File: src/rtl/program_loader_if.sv
// Signal bundle between the host side (upstream byte stream, control-block strobes)
// and program_loader. The master modport drives requests; the slave is the loader.
interface program_loader_if #(
  parameter int DATA_W = 8
);
  logic              start;
  logic [4:0]        load_len;
  logic [DATA_W-1:0] in_data;
  logic              in_valid;
  logic              in_ready;
  logic              ready;
  logic              read_ui_in;
  logic              done_load;
  logic              hf;
  logic              programming;
  logic [DATA_W-1:0] prog_data;
  logic              cpu_rst;
  logic              busy;
  logic              done;
  logic              err;

  modport master (
    output start, load_len, in_data, in_valid, ready, read_ui_in, done_load, hf,
    input  in_ready, programming, prog_data, cpu_rst, busy, done, err
  );

  modport slave (
    input  start, load_len, in_data, in_valid, ready, read_ui_in, done_load, hf,
    output in_ready, programming, prog_data, cpu_rst, busy, done, err
  );
endinterface

File: src/rtl/program_loader.sv
// Collects a program image into a local buffer and replays it into the CPU via the
// programming handshake. Optional watchdog: define PROG_LOADER_TIMEOUT_EN.
module program_loader #(
  parameter int DATA_W      = 8,
  parameter int DEPTH       = 16,
  parameter int RST_CYC     = 4,
  parameter int TIMEOUT_CYC = 64
) (
  input  logic             clk,
  input  logic             reset,
  program_loader_if.slave  bus
);
  localparam int IDX_W = $clog2(DEPTH);
  localparam int CNT_W = $clog2(RST_CYC);

  typedef enum logic [2:0] {
    S_IDLE    = 3'd0,
    S_COLLECT = 3'd1,
    S_RST_A   = 3'd2,
    S_SYNC    = 3'd3,
    S_STREAM  = 3'd4,
    S_RST_B   = 3'd5
  } state_t;

  state_t              r_state, w_state;
  logic [IDX_W-1:0]    r_last, w_last;
  logic [IDX_W-1:0]    r_wr_idx, w_wr_idx;
  logic [IDX_W-1:0]    r_rd_idx, w_rd_idx;
  logic [CNT_W-1:0]    r_cnt, w_cnt;
  logic                r_in_ready, w_in_ready;
  logic                r_programming, w_programming;
  logic [DATA_W-1:0]   r_prog_data, w_prog_data;
  logic                r_cpu_rst, w_cpu_rst;
  logic                r_busy, w_busy;
  logic                r_done, w_done;
  logic                r_err, w_err;
  logic                r_seen_ready, w_seen_ready;
  logic                r_hf_q;
  logic                w_buf_we;
  logic                w_viol;
  logic                w_abort;
  logic                w_hf_rise;
  logic                w_wd_expire;
  logic [IDX_W-1:0]    w_len_last;
  logic [DATA_W-1:0]   r_buf [DEPTH];

  assign w_hf_rise  = bus.hf && !r_hf_q;
  assign w_len_last = (bus.load_len > 5'(DEPTH)) ? IDX_W'(DEPTH - 1)
                                                 : IDX_W'(bus.load_len - 5'd1);

`ifdef PROG_LOADER_TIMEOUT_EN
  localparam int WD_W = $clog2(TIMEOUT_CYC);
  logic [WD_W-1:0] r_wdog, w_wdog;
  logic            w_wd_watch;

  assign w_wd_watch  = (r_state == S_COLLECT) || (r_state == S_SYNC) || (r_state == S_STREAM);
  assign w_wd_expire = w_wd_watch && !bus.ready && !bus.done_load &&
                       (r_wdog == WD_W'(TIMEOUT_CYC - 1));

  // Watchdog restarts on any state change or control-block strobe.
  always_comb begin
    w_wdog = {WD_W{1'b0}};
    if (w_wd_watch && !bus.ready && !bus.done_load && (w_state == r_state)) begin
      w_wdog = r_wdog + WD_W'(1);
    end else begin
      w_wdog = {WD_W{1'b0}};
    end
  end

  // Watchdog counter register.
  always_ff @(posedge clk or posedge reset) begin
    if (reset) begin
      r_wdog <= {WD_W{1'b0}};
    end else begin
      r_wdog <= w_wdog;
    end
  end
`else
  logic w_unused_timeout;
  assign w_unused_timeout = (TIMEOUT_CYC > 0);
  assign w_wd_expire      = 1'b0;
`endif

  // Next-state and next-output logic.
  always_comb begin
    w_state       = r_state;
    w_last        = r_last;
    w_wr_idx      = r_wr_idx;
    w_rd_idx      = r_rd_idx;
    w_cnt         = r_cnt;
    w_in_ready    = r_in_ready;
    w_programming = r_programming;
    w_prog_data   = r_prog_data;
    w_cpu_rst     = r_cpu_rst;
    w_busy        = r_busy;
    w_done        = 1'b0;
    w_err         = r_err;
    w_seen_ready  = r_seen_ready;
    w_buf_we      = 1'b0;
    w_viol        = 1'b0;
    w_abort       = 1'b0;

    case (r_state)
      S_IDLE: begin
        if (bus.start && (bus.load_len == 5'd0)) begin
          w_done = 1'b1;
        end else if (bus.start) begin
          w_state    = S_COLLECT;
          w_last     = w_len_last;
          w_wr_idx   = {IDX_W{1'b0}};
          w_err      = 1'b0;
          w_in_ready = 1'b1;
          w_busy     = 1'b1;
        end else begin
          w_done = 1'b0;
        end
      end
      S_COLLECT: begin
        if (bus.in_valid && r_in_ready) begin
          w_buf_we = 1'b1;
          if (r_wr_idx == r_last) begin
            w_state       = S_RST_A;
            w_in_ready    = 1'b0;
            w_cpu_rst     = 1'b1;
            w_programming = 1'b1;
            w_cnt         = {CNT_W{1'b0}};
            w_rd_idx      = {IDX_W{1'b0}};
          end else begin
            w_wr_idx = r_wr_idx + IDX_W'(1);
          end
        end else begin
          w_buf_we = 1'b0;
        end
      end
      S_RST_A: begin
        w_prog_data = r_buf[r_rd_idx];
        if (r_cnt == CNT_W'(RST_CYC - 1)) begin
          w_state   = S_SYNC;
          w_cpu_rst = 1'b0;
        end else begin
          w_cnt = r_cnt + CNT_W'(1);
        end
      end
      S_SYNC: begin
        // Strobes before the first ready are stray and ignored.
        if (bus.ready && bus.done_load) begin
          w_viol = 1'b1;
        end else if (bus.ready) begin
          w_state      = S_STREAM;
          w_seen_ready = 1'b1;
        end else begin
          w_seen_ready = 1'b0;
        end
      end
      S_STREAM: begin
        if (bus.ready && bus.done_load) begin
          w_viol = 1'b1;
        end else if (bus.read_ui_in && !(r_seen_ready || bus.ready)) begin
          w_viol = 1'b1;
        end else if (bus.done_load) begin
          w_seen_ready = 1'b0;
          if (r_rd_idx == r_last) begin
            w_state       = S_RST_B;
            w_programming = 1'b0;
            w_cpu_rst     = 1'b1;
            w_cnt         = {CNT_W{1'b0}};
          end else begin
            w_rd_idx    = r_rd_idx + IDX_W'(1);
            w_prog_data = r_buf[r_rd_idx + IDX_W'(1)];
          end
        end else if (bus.ready) begin
          w_seen_ready = 1'b1;
        end else begin
          w_seen_ready = r_seen_ready;
        end
      end
      S_RST_B: begin
        if (r_cnt == CNT_W'(RST_CYC - 1)) begin
          w_state     = S_IDLE;
          w_cpu_rst   = 1'b0;
          w_busy      = 1'b0;
          w_done      = !r_err;
          w_prog_data = {DATA_W{1'b0}};
        end else begin
          w_cnt = r_cnt + CNT_W'(1);
        end
      end
      default: begin
        w_state       = S_IDLE;
        w_in_ready    = 1'b0;
        w_programming = 1'b0;
        w_cpu_rst     = 1'b0;
        w_busy        = 1'b0;
      end
    endcase

    w_abort = w_viol || w_wd_expire ||
              (((r_state == S_SYNC) || (r_state == S_STREAM)) && w_hf_rise);
    // Abort still resets the CPU so it never runs a half-loaded image.
    if (w_abort) begin
      w_state       = S_RST_B;
      w_err         = 1'b1;
      w_programming = 1'b0;
      w_cpu_rst     = 1'b1;
      w_in_ready    = 1'b0;
      w_busy        = 1'b1;
      w_done        = 1'b0;
      w_buf_we      = 1'b0;
      w_cnt         = {CNT_W{1'b0}};
    end else begin
      w_err = w_err;
    end
  end

  // State and registered outputs.
  always_ff @(posedge clk or posedge reset) begin
    if (reset) begin
      r_state       <= S_IDLE;
      r_last        <= {IDX_W{1'b0}};
      r_wr_idx      <= {IDX_W{1'b0}};
      r_rd_idx      <= {IDX_W{1'b0}};
      r_cnt         <= {CNT_W{1'b0}};
      r_in_ready    <= 1'b0;
      r_programming <= 1'b0;
      r_prog_data   <= {DATA_W{1'b0}};
      r_cpu_rst     <= 1'b0;
      r_busy        <= 1'b0;
      r_done        <= 1'b0;
      r_err         <= 1'b0;
      r_seen_ready  <= 1'b0;
      r_hf_q        <= 1'b0;
    end else begin
      r_state       <= w_state;
      r_last        <= w_last;
      r_wr_idx      <= w_wr_idx;
      r_rd_idx      <= w_rd_idx;
      r_cnt         <= w_cnt;
      r_in_ready    <= w_in_ready;
      r_programming <= w_programming;
      r_prog_data   <= w_prog_data;
      r_cpu_rst     <= w_cpu_rst;
      r_busy        <= w_busy;
      r_done        <= w_done;
      r_err         <= w_err;
      r_seen_ready  <= w_seen_ready;
      r_hf_q        <= bus.hf;
    end
  end

  // Image buffer; contents are don't-care until written.
  always_ff @(posedge clk) begin
    if (w_buf_we) begin
      r_buf[r_wr_idx] <= bus.in_data;
    end
  end

  assign bus.in_ready    = r_in_ready;
  assign bus.programming = r_programming;
  assign bus.prog_data   = r_prog_data;
  assign bus.cpu_rst     = r_cpu_rst;
  assign bus.busy        = r_busy;
  assign bus.done        = r_done;
  assign bus.err         = r_err;
endmodule

File: src/flat_wrapper.sv
// flat-port wrapper written by rule: the top's interface ports become plain ports
module program_loader_flat 
#(
  parameter int DATA_W      = 8,
  parameter int DEPTH       = 16,
  parameter int RST_CYC     = 4,
  parameter int TIMEOUT_CYC = 64
)
  (clk, reset, bus_start, bus_load_len, bus_in_data, bus_in_valid, bus_ready, bus_read_ui_in, bus_done_load, bus_hf, bus_in_ready, bus_programming, bus_prog_data, bus_cpu_rst, bus_busy, bus_done, bus_err);
  program_loader_if #(.DATA_W(DATA_W)) bus_i ();
  input  logic clk;
  input  logic reset;
  input wire logic [$bits(bus_i.start)-1:0] bus_start;
  input wire logic [$bits(bus_i.load_len)-1:0] bus_load_len;
  input wire logic [$bits(bus_i.in_data)-1:0] bus_in_data;
  input wire logic [$bits(bus_i.in_valid)-1:0] bus_in_valid;
  input wire logic [$bits(bus_i.ready)-1:0] bus_ready;
  input wire logic [$bits(bus_i.read_ui_in)-1:0] bus_read_ui_in;
  input wire logic [$bits(bus_i.done_load)-1:0] bus_done_load;
  input wire logic [$bits(bus_i.hf)-1:0] bus_hf;
  output wire logic [$bits(bus_i.in_ready)-1:0] bus_in_ready;
  output wire logic [$bits(bus_i.programming)-1:0] bus_programming;
  output wire logic [$bits(bus_i.prog_data)-1:0] bus_prog_data;
  output wire logic [$bits(bus_i.cpu_rst)-1:0] bus_cpu_rst;
  output wire logic [$bits(bus_i.busy)-1:0] bus_busy;
  output wire logic [$bits(bus_i.done)-1:0] bus_done;
  output wire logic [$bits(bus_i.err)-1:0] bus_err;
  assign bus_i.start = bus_start;
  assign bus_i.load_len = bus_load_len;
  assign bus_i.in_data = bus_in_data;
  assign bus_i.in_valid = bus_in_valid;
  assign bus_i.ready = bus_ready;
  assign bus_i.read_ui_in = bus_read_ui_in;
  assign bus_i.done_load = bus_done_load;
  assign bus_i.hf = bus_hf;
  assign bus_in_ready = bus_i.in_ready;
  assign bus_programming = bus_i.programming;
  assign bus_prog_data = bus_i.prog_data;
  assign bus_cpu_rst = bus_i.cpu_rst;
  assign bus_busy = bus_i.busy;
  assign bus_done = bus_i.done;
  assign bus_err = bus_i.err;
  program_loader #(.DATA_W(DATA_W), .DEPTH(DEPTH), .RST_CYC(RST_CYC), .TIMEOUT_CYC(TIMEOUT_CYC)) u_core (.clk(clk), .reset(reset), .bus(bus_i));
endmodule
File: config.mk
export PLATFORM = sky130hd
export DESIGN_NAME = program_loader_flat
export DESIGN_NICKNAME = d
export VERILOG_FILES = /design/src/rtl/program_loader_if.sv /design/src/rtl/program_loader.sv /design/src/flat_wrapper.sv
export SDC_FILE = /design/constraint.sdc
export NUM_CORES = 1
export LEC_CHECK = 0
export BUFFER_PORTS_ARGS = -buffer_cell sky130_fd_sc_hd__buf_4
export CAP_MARGIN = 20
export CORE_ASPECT_RATIO = 0.5
export CORE_MARGIN = 2
export CORE_UTILIZATION = 60
export CTS_BUF_LIST = sky130_fd_sc_hd__clkbuf_2 sky130_fd_sc_hd__clkbuf_4 sky130_fd_sc_hd__clkbuf_8
export DETAILED_ROUTE_END_ITERATION = 8
export GPL_TIMING_DRIVEN = 0
export MAX_ROUTING_LAYER = met4
export PLACE_DENSITY_LB_ADDON = 0.1
export SLEW_MARGIN = 0
export SYNTH_ARGS = -nofsm -noshare
export SYNTH_HDL_FRONTEND = slang
export SYNTH_SLANG_ARGS = --single-unit
export TNS_END_PERCENT = 50
File: constraint.sdc
create_clock -name clk -period 4.41 [get_ports clk]
set_clock_uncertainty 0.1 [all_clocks]
set_input_delay 0.2205 -clock clk [delete_from_list [all_inputs] [get_ports clk]]
set_output_delay 0.2205 -clock clk [all_outputs]
set_load 0.01 [all_outputs]
# Word level (Yosys, flattened, before mapping)
# Memory sizes are Yosys's and may differ from the RTL's.
# Index checks and enable logic that the tools add are counted.
# word_totals
reg_bits	33
ram_bits	128
inputBits	21
output_inout_bits	14
mem_count	1
# mem_list
memory	words	word_bits	read_ports	rd_clocked_by_memory_dff	wr	line_no	rtl
u_core.r_buf	16	8	2	0	1	program_loader.sv:45	logic [DATA_W-1:0] r_buf [DEPTH];
# op_classes
addsub	4
n_lt_le_gt_ge	1
n_eq_ne	39
muxes	89
n_bitwise	1
reduce_logical	38
# op_table
operator	n
$mux W4	11
$mux W1	40
$mux W8	5
$mux W3	13
$ne A3 B2 Y1 const B	8
$pmux W8 S3	1
$ne A3 B1 Y1 const B	6
$pmux W3 S6	1
$mux W2	8
$ne A2 B1 Y1 const B	8
$ne A2 B2 Y1 const B	8
$pmux W4 S2	2
$reduce_and A8 Y1	2
$reduce_and A5 Y1	3
$reduce_and A7 Y1	2
$reduce_and A12 Y1	1
$reduce_or A4 Y1	3
$reduce_bool A2 Y1	5
$pmux W1 S3	3
$add A4 B1 Y4 const B	2
$eq A4 B4 Y1	2
$eq A3 B2 Y1 const B	2
$eq A3 B3 Y1 const B	2
$logic_and A1 B1 Y1	6
20 further kinds	28

# Longest topological paths before layout
# Gate-level depths: netlist (run 1).
# depth
word_depth	10
depth_mapped	9
depth_no_buf	7

# Least setup slack after synthesis (run 1)
# No wires, ideal clock.
# synth_timing
kind	register to register
start	reg u_core.r_state[2]
end	mem u_core.r_buf[3][0], enable pin
t_arrival_ns	1.845
t_required_ns	3.927
path_slack_ns	2.081
stages_incl_launch_ff	6
cell_sequence	dfrtp_1 -> buf_6 -> or3b_1 -> nor2_1 -> nand2_1 -> nor3_1
# synth_via
elab_chain_cells	7
# synth_rtl
element	line_no	rtl
start, declared	program_loader.sv:25	state_t r_state, w_state;
start signal, assigned	program_loader.sv:233	r_state <= w_state;
branches (longest 4 deep; another with $eq A3 B3 Y1)	-	
$mux W1 (*)	program_loader.sv:200	if (w_abort) begin
$mux W1 (*)	program_loader.sv:252	if (w_buf_we) begin
$mux W1 (implied by the code) (*)	program_loader.sv:253	r_buf[r_wr_idx] <= bus.in_data;
end, declared	program_loader.sv:45	
# Mark *: on every way between the ends.

# Worst setup path after layout (run 1)
# layout_timing
start	reg u_core.r_rd_idx[0]
end	reg u_core.r_prog_data[3] (netlist: u_core.bus.prog_data[3])
# layout_via
elab_chain_cells	7
# layout_rtl
element	line_no	rtl
start, declared	program_loader.sv:28	logic [IDX_W-1:0] r_rd_idx, w_rd_idx;
start signal, assigned	program_loader.sv:221	r_rd_idx <= {IDX_W{1'b0}};
start signal, assigned	program_loader.sv:236	r_rd_idx <= w_rd_idx;
$add A4 B1 Y4	program_loader.sv:169	w_prog_data = r_buf[r_rd_idx + IDX_W'(1)];
$mem_v2 Z16 W8	-	
$mux W8	program_loader.sv:162	if (r_rd_idx == r_last) begin
$mux W8	program_loader.sv:160	end else if (bus.done_load) begin
$mux W8	program_loader.sv:158	end else if (bus.read_ui_in && !(r_seen_ready || bus.ready)) begin
$mux W8	program_loader.sv:156	if (bus.ready && bus.done_load) begin
$pmux W8 S3	program_loader.sv:103	case (r_state)
end signal, assigned	program_loader.sv:225	r_prog_data <= {DATA_W{1'b0}};
end signal, assigned	program_loader.sv:240	r_prog_data <= w_prog_data;
end, declared	program_loader.sv:32	logic [DATA_W-1:0] r_prog_data, w_prog_data;
# Several ways; a longest one is shown, not always the timed one. The select of a mux whose other input is x is not followed.
# A chain may end at the register's enable or synchronous reset.

==> results of run 1 <==
==> per-layer routing <==
| metal | vias to the layer above | GRT usage (%) |
|---|---|---|
| met5 | - | - |
| met4 | 0 | 11.11 |
| met3 | 39 | 7.360 |
| met2 | 399 | 50.50 |
| met1 | 3018 | 45.27 |
| li1 | 2640 | - |
==> report_power, final <==
part	switching, mW	internal [mW]	total, mW
Clock	0.575	0.572	1.15
Combinational	1.31	0.982	2.29
Sequential	0.132	1.78	1.91
Total	2.01	3.34	5.35
==> worst max-delay path: cells and delay by family (launching register included) <==
kind	cells	cell delay, ps
fa+ha+maj	1	300
compound gates	2	350
buf+inv	2	1030
simple gates	2	310
flops	1	400
xor+xnor	1	200
==> cells by family (layout without fill, tap and decap cells) <==
kind of cell,Yosys count,in the layout
and+or+nand+nor,162,162
DFF,161,161
buffers and inverters,53,140
muxes,116,116
AOI/OAI and AO/OA,126,126
xor gates and xnor gates,15,15
adders and majority gates,8,8
==> metrics by stage <==
step	cell area (um^2)	instances	utilization (%)	hold slack [ps]
final	9460	920	69.82	23.24
after global routing	9460	920	69.82	36.54
after CTS	9460	920	69.82	13.67
after detailed placement	8900	873	65.68	200.0
after global placement	8832	867	65.18	241.5
after floorplan	8337	641	-	151.9
==> Yosys cell counts (all sizes together) (2+ instances only) <==
master     n  area share (%)
buf       25             2.1
xor2       7            0.83
a221oi     8            0.92
nand2b    18             1.4
and2       5            0.38
nand4      3            0.23
a21oi      7            0.42
a22o       2            0.21
nor3      10            0.60
clkbuf    15            0.68
edfxtp   128              46
mux2i     83              10
a31oi      6            0.45
inv       12            0.54
o21ai     17             1.0
nand2     30             1.4
a21o       3            0.27
and3       4            0.36
o221ai     4            0.42
xnor2      8            0.84
mux2      17             2.5
o211ai     4            0.36
ha         8             1.2
mux4      16             4.4
o2bb2ai    4            0.42
a22oi     35             3.2
o22ai      8            0.60
nand3     23             1.4
nor2      54             2.4
a2bb2oi    7            0.74
dfrtp     33             9.9
nor2b      5            0.38
a41oi     10             1.1
==> how the worst max path moves through the flow <==
stage / from / to / cells past startpoint
after CTS: u_core.r_state[0]$_DFFE_PP0P_ / u_core.r_buf[10][6]$_DFFE_PP_ / 4
after detailed placement: u_core.r_state[0]$_DFFE_PP0P_ / u_core.r_buf[10][6]$_DFFE_PP_ / 4
final: u_core.r_rd_idx[0]$_DFFE_PP0P_ / u_core.bus.prog_data[3]$_DFFE_PP0P_ / 8
after global routing: u_core.r_state[0]$_DFFE_PP0P_ / u_core.r_buf[10][7]$_DFFE_PP_ / 4
after global placement: u_core.r_state[0]$_DFFE_PP0P_ / u_core.r_buf[3][7]$_DFFE_PP_ / 4
after floorplan: u_core.r_state[2]$_DFFE_PP0P_ / u_core.r_buf[3][0]$_DFFE_PP_ / 5
==> sequential cells by signal, indices dropped and copies added, names as in the netlist, 2 cells and up <==
register	cells
u_core.r_state	3
u_core.r_rd_idx	4
u_core.r_last	4
u_core.r_buf	128
u_core.bus.prog_data	8
u_core.r_cnt	2
u_core.r_wr_idx	4
==> layout make-up <==
cell class	instances	area (um^2)	area share, %
clock inverters	13	161.4	1.706
repair buffers	55	473.0	4.999
flip-flops and latches	161	4669	49.36
multi-input cells	427	3385	35.78
inverters	13	48.80	0.5158
well taps	192	240.2	2.539
clock buffers	19	249.0	2.632
plain buffers	40	234.0	2.473
==> run summary, run 1 <==
Min-Delay Path Depth: 4
Post-CTS Resized: 0
Core Area: 13,550 um^2
Arrival @ worst endpoint: 3050 ps
Syn Nets: 670
prevailing post-synth register cell: edfxtp_1
period utilization: 64.54%
Post-Synth Adder-Cell Area: 1.201%
Pwr Density: 565.6 nW/um^2
Synth Area in Compound Gates: 11.29%
DRC violations left: 0
FP Rows: 30
YS warnings: 0
antenna violations before repair: 0
clock tree buffer depth: 2
met2 WL: 10.31 mm
Setup crit end kind: flop
total CTS buffers: 17
hold path start: bus_load_len[1]
crit-path most repeated cell: clkbuf_1
Syn Inst Count: 641
Crit Path Max Fanout: 10
WL met1: 9.504 mm
Pre-antenna DRT Iters: 7
CTS H-tree lvls: 4
count of hold-fix buffers inserted at cts: 15
worst reg2reg path depth: 8
Detailed Place HPWL: 15.76 mm
Routed Antenna Nets: 0
Peak supply drop: 0.3189 mV
DIE AREA: 14,910 um^2
GP Congestion: 0.9843
XOR/XNOR Fraction of Synth Area: 1.666%
WP data required: 4620 ps
max-slew violations: 0
drt via density: 6.626
Setup Viol. Count Final: 0
Starting Density: 61.52%
Clk Tree Root Cell: clkbuf_8
grt ovf: 0
max cap viols: 0
first-pass GRT wire length: 34.33 mm
synth unique cells: 66
Final #Nets: 744
Reg clk slew, reported paths: 100 ps
initial drt markers: 748
largest net degree at the start of global routing: 17
Setup TNS: 0 ps
Seq/Total Area, Yosys: 56.01%
Final Power: 5.351 mW
commonest non-fill, non-tap cell in the layout: edfxtp_1
Max Fclk: 351.3 MHz
worst r2r dst: u_core.bus.prog_data[3]$_DFFE_PP0P_
Slew @ Worst Pin: 1071 ps
clock latency on the worst-skew pair: 470 ps
Seq cells post-synth: 161
dpl ws: 1600 ps
Top Layer Used: met4
die height: 87.35 um
met3 wire length: 2.395 mm
Fin. Hold Viols: 0
fin crit period: 2846 ps
final WL: 22.72 mm
multiplexer share of the synthesized area: 16.81%
via count: 6,096
Worst Path Class, Setup: reg2reg
Hold Path End: u_core.r_last[3]$_DFFE_PP0P_
Synth Area in Simple Gates: 9.635%
Avg Cell Area, Syn: 13.01 um^2
largest family of logic cells by synthesized area: multiplexers
RSZ-0062 raised after global routing: no
Hold WC Path Type: in2reg
total I/O pin count: 35
FF-to-FF setup slack: 1560 ps
clk sinks: 161
Mapped Area: 8337 um^2
slowest CP cell: clkbuf_1
Total Routing Usage GR: 33.33%
per-cell routed wire length: 24.69 um
Slew Limit Headroom: 28.30%
I/O Buffers: 34
Die Width: 170.7 um
Leak: 3.145 nW
post-synthesis async set-or-reset flop share: 20.50%
most frequent cells in the layout: edfxtp_1 (128), mux2i_1 (83), nor2_1 (54)
CP Cell Sequence: ha_1 -> xor2_1 -> and2_1 -> clkbuf_1 -> clkbuf_1 -> a22oi_1 -> nand3_1 -> a41oi_1
CP max stage delay: 610 ps
Fill cells: 930
vias in the first global route: 5,962
ANT cells: 0
layout cell share with drive strength beyond 1: 18.68%
TritonCTS clock tree: done
crit start category: flop
outcome: finished clean
setup ws final: 1564 ps
Post-synth EDFFs: 128
FF-to-FF Start: u_core.r_rd_idx[0]$_DFFE_PP0P_
Area growth syn-to-layout: 13.48%
Post-CTS Setup Inserts: 0
Note: power is estimated with default switching activity, not from simulation.
==> run 2, diff against run 1 <==
CORE_UTILIZATION = 58   (was 60)
clock period = 2.29 ns   (was 4.41 ns; I/O delays follow)
==> run summary, run 2 (synthesized netlist as in run 1, its figures left out) <==
Finished Layout Cells: 937 (was 920)
max FFs per register: 128 (unchanged)
max cap viols: 0 (unchanged)
Fill cells: 930 (unchanged)
antenna violations before repair: 0 (unchanged)
Detailed Place HPWL: 15.48 mm (was 15.76 mm)
total I/O pin count: 35 (unchanged)
Arrival @ worst endpoint: 2470 ps (was 3050 ps)
via count: 6,207 (was 6,096)
Starting Density: 60.52% (was 61.52%)
Crit Path Max Fanout: 10 (unchanged)
Total Routing Usage GR: 33.52% (was 33.33%)
Area growth syn-to-layout: 20.85% (was 13.48%)
layout cell share with drive strength beyond 1: 27.38% (was 18.68%)
crit-path most repeated cell: buf_12 (was clkbuf_1)
Setup Viol. Count Final: 0 (unchanged)
Peak supply drop: 0.6869 mV (was 0.3189 mV)
ANT cells: 0 (unchanged)
crit start category: flop (unchanged)
clock tree buffer depth: 2 (unchanged)
Leak: 3.324 nW (was 3.145 nW)
Pwr Density: 1048 nW/um^2 (was 565.6 nW/um^2)
fin crit period: 2241 ps (was 2846 ps)
clk sinks: 161 (unchanged)
I/O Buffers: 34 (unchanged)
CTS H-tree lvls: 4 (unchanged)
period utilization: 97.87% (was 64.54%)
Worst Path Class, Setup: reg2reg (unchanged)
FP Rows: 30 (unchanged)
setup ws final: 48.89 ps (was 1564 ps)
Pre-antenna DRT Iters: 7 (unchanged)
Final #Nets: 761 (was 744)
Slew @ Worst Pin: 785.8 ps (was 1071 ps)
drt via density: 6.624 (was 6.626)
DRC violations left: 0 (unchanged)
Core Area: 13,780 um^2 (was 13,550 um^2)
slowest CP cell: dfrtp_1 (was clkbuf_1)
Routed Antenna Nets: 0 (unchanged)
TritonCTS clock tree: done (unchanged)
dpl ws: -594.6 ps (was 1600 ps)
grt ovf: 0 (unchanged)
Placed Instances: 869 (was 873)
die height: 88.78 um (was 87.35 um)
CP Cell Sequence: buf_12 -> buf_12 -> buf_12 -> buf_12 -> mux2_4 -> a221oi_4 -> a2bb2oi_1 -> o21ai_1 -> a41oi_1 (was ha_1 -> xor2_1 -> and2_1 -> clkbuf_1 -> clkbuf_1 -> a22oi_1 -> nand3_1 -> a41oi_1)
WP data required: 2520 ps (was 4620 ps)
Crit path max-delay family: compound AO/OA/AOI/OAI gates (was buffers and inverters)
max-slew violations: 0 (unchanged)
outcome: finished clean (unchanged)
per-cell routed wire length: 25.60 um (was 24.69 um)
Max Fclk: 446.2 MHz (was 351.3 MHz)
CP max stage delay: 430 ps (was 610 ps)
Slew Limit Headroom: 47.54% (was 28.30%)
GP Congestion: 0.9342 (was 0.9843)
final WL: 23.98 mm (was 22.72 mm)
Setup crit end kind: flop (unchanged)
Largest Register: u_core.r_buf (unchanged)
first-pass GRT wire length: 36.00 mm (was 34.33 mm)
Bufs and invs on worst path: 4 (was 2)
largest net degree at the start of global routing: 34 (was 17)
vias in the first global route: 6,123 (was 5,962)
DIE AREA: 15,410 um^2 (was 14,910 um^2)
Die Width: 173.6 um (was 170.7 um)
post-route cell area: 10,070 um^2 (was 9460 um^2)
Hold WC Path Type: in2reg (unchanged)
Reg clk slew, reported paths: 100 ps (about the same)
total CTS buffers: 17 (unchanged)
clock latency on the worst-skew pair: 470 ps (about the same)
placed cell areas: 8852 um^2 (was 8900 um^2)
Fin. Hold Viols: 0 (unchanged)
Clk Tree Root Cell: clkbuf_8 (unchanged)
initial drt markers: 869 (was 748)
commonest non-fill, non-tap cell in the layout: edfxtp_1 (unchanged)
most frequent cells in the layout: edfxtp_1 (128), mux2i_1 (83), buf_4 (46) (was edfxtp_1 (128), mux2i_1 (83), nor2_1 (54))
==> run 2: changes by cell type in the layout (fill, tap and decap cells not counted), moves of 7 or more <==
cell	previous run	this run
buf_2	18	11
clkbuf_1	15	6
nor2_4	0	15
buf_4	37	46
buf_12	0	15
nor2_1	54	38
==> run 2: worst min-delay path, cell delays in order <==
cell      delay, ps
buf_4           110
nand2b_1        110
nor3_1           70
a21oi_1         120
nor2_1           60
==> run 2: per-layer routing <==
| metal | wire (um) | track usage (%) | part of all wire, % |
|---|---|---|---|
| met5 | 0 | - | 0 |
| met4 | 631 | 12.40 | 2.6 |
| met2 | 10930 | 52.98 | 46 |
| met1 | 9964 | 43.55 | 42 |
| met3 | 2456 | 7.174 | 10 |
==> run 2: area by class of cell <==
| type | count | area (um^2) | area share, % |
|---|---|---|---|
| well taps | 192 | 240.2 | 2.384 |
| clock buffers | 19 | 249.0 | 2.471 |
| flip-flops and latches | 161 | 4671 | 46.36 |
| repair buffers | 75 | 745.7 | 7.402 |
| multi-input cells | 427 | 3707 | 36.80 |
| inverters | 13 | 52.55 | 0.5216 |
| plain buffers | 37 | 305.3 | 3.030 |
| clock inverters | 13 | 103.9 | 1.031 |
==> run 2: final timing paths <==
kind	startpoint	to	slack (ps)	cells after the start
min in group asynchronous	reset	u_core.r_rd_idx[1]$_DFFE_PP0P_	250	3
max	u_core.r_rd_idx[0]$_DFFE_PP0P_	u_core.bus.prog_data[4]$_DFFE_PP0P_	50	9
min reg2reg	u_core.bus.cpu_rst$_DFFE_PP0P_	u_core.bus.cpu_rst$_DFFE_PP0P_	430	1
min	bus_start	u_core.bus.done$_DFF_PP0_	50	5
max reg2reg	u_core.r_rd_idx[0]$_DFFE_PP0P_	u_core.bus.prog_data[4]$_DFFE_PP0P_	50	9
max in group asynchronous	reset	u_core.r_state[0]$_DFFE_PP0P_	1290	3
==> run 2: repair_timing <==
action,CTS,global route
pin swaps,11,5
hold buffers,18,0
gates cloned,0,0
resized for setup,53,55
buffers inserted,13,8
setup endpoints to repair,134,144
endpoints found under the hold margin,167,0
==> run 2: stage by stage <==
stage | hold WS [ps] | power, mW | setup TNS, ps | util, %
after floorplan | 45.93 | 6.762 | -583.9 | -
after global placement | 135.8 | 7.921 | -60070 | 64.19
after detailed placement | 136.4 | 7.990 | -56940 | 64.26
after CTS | 42.95 | 10.07 | -1438 | 71.25
after global routing | 117.5 | 11.01 | -54.59 | 73.13
final | 49.43 | 10.56 | 0 | 73.13
==> run 2: where the power goes <==
group          total (mW)  internal [mW]  switching, mW
Sequential           3.70           3.43          0.263
Combinational        4.91           2.21           2.70
Clock                1.96          0.791           1.17
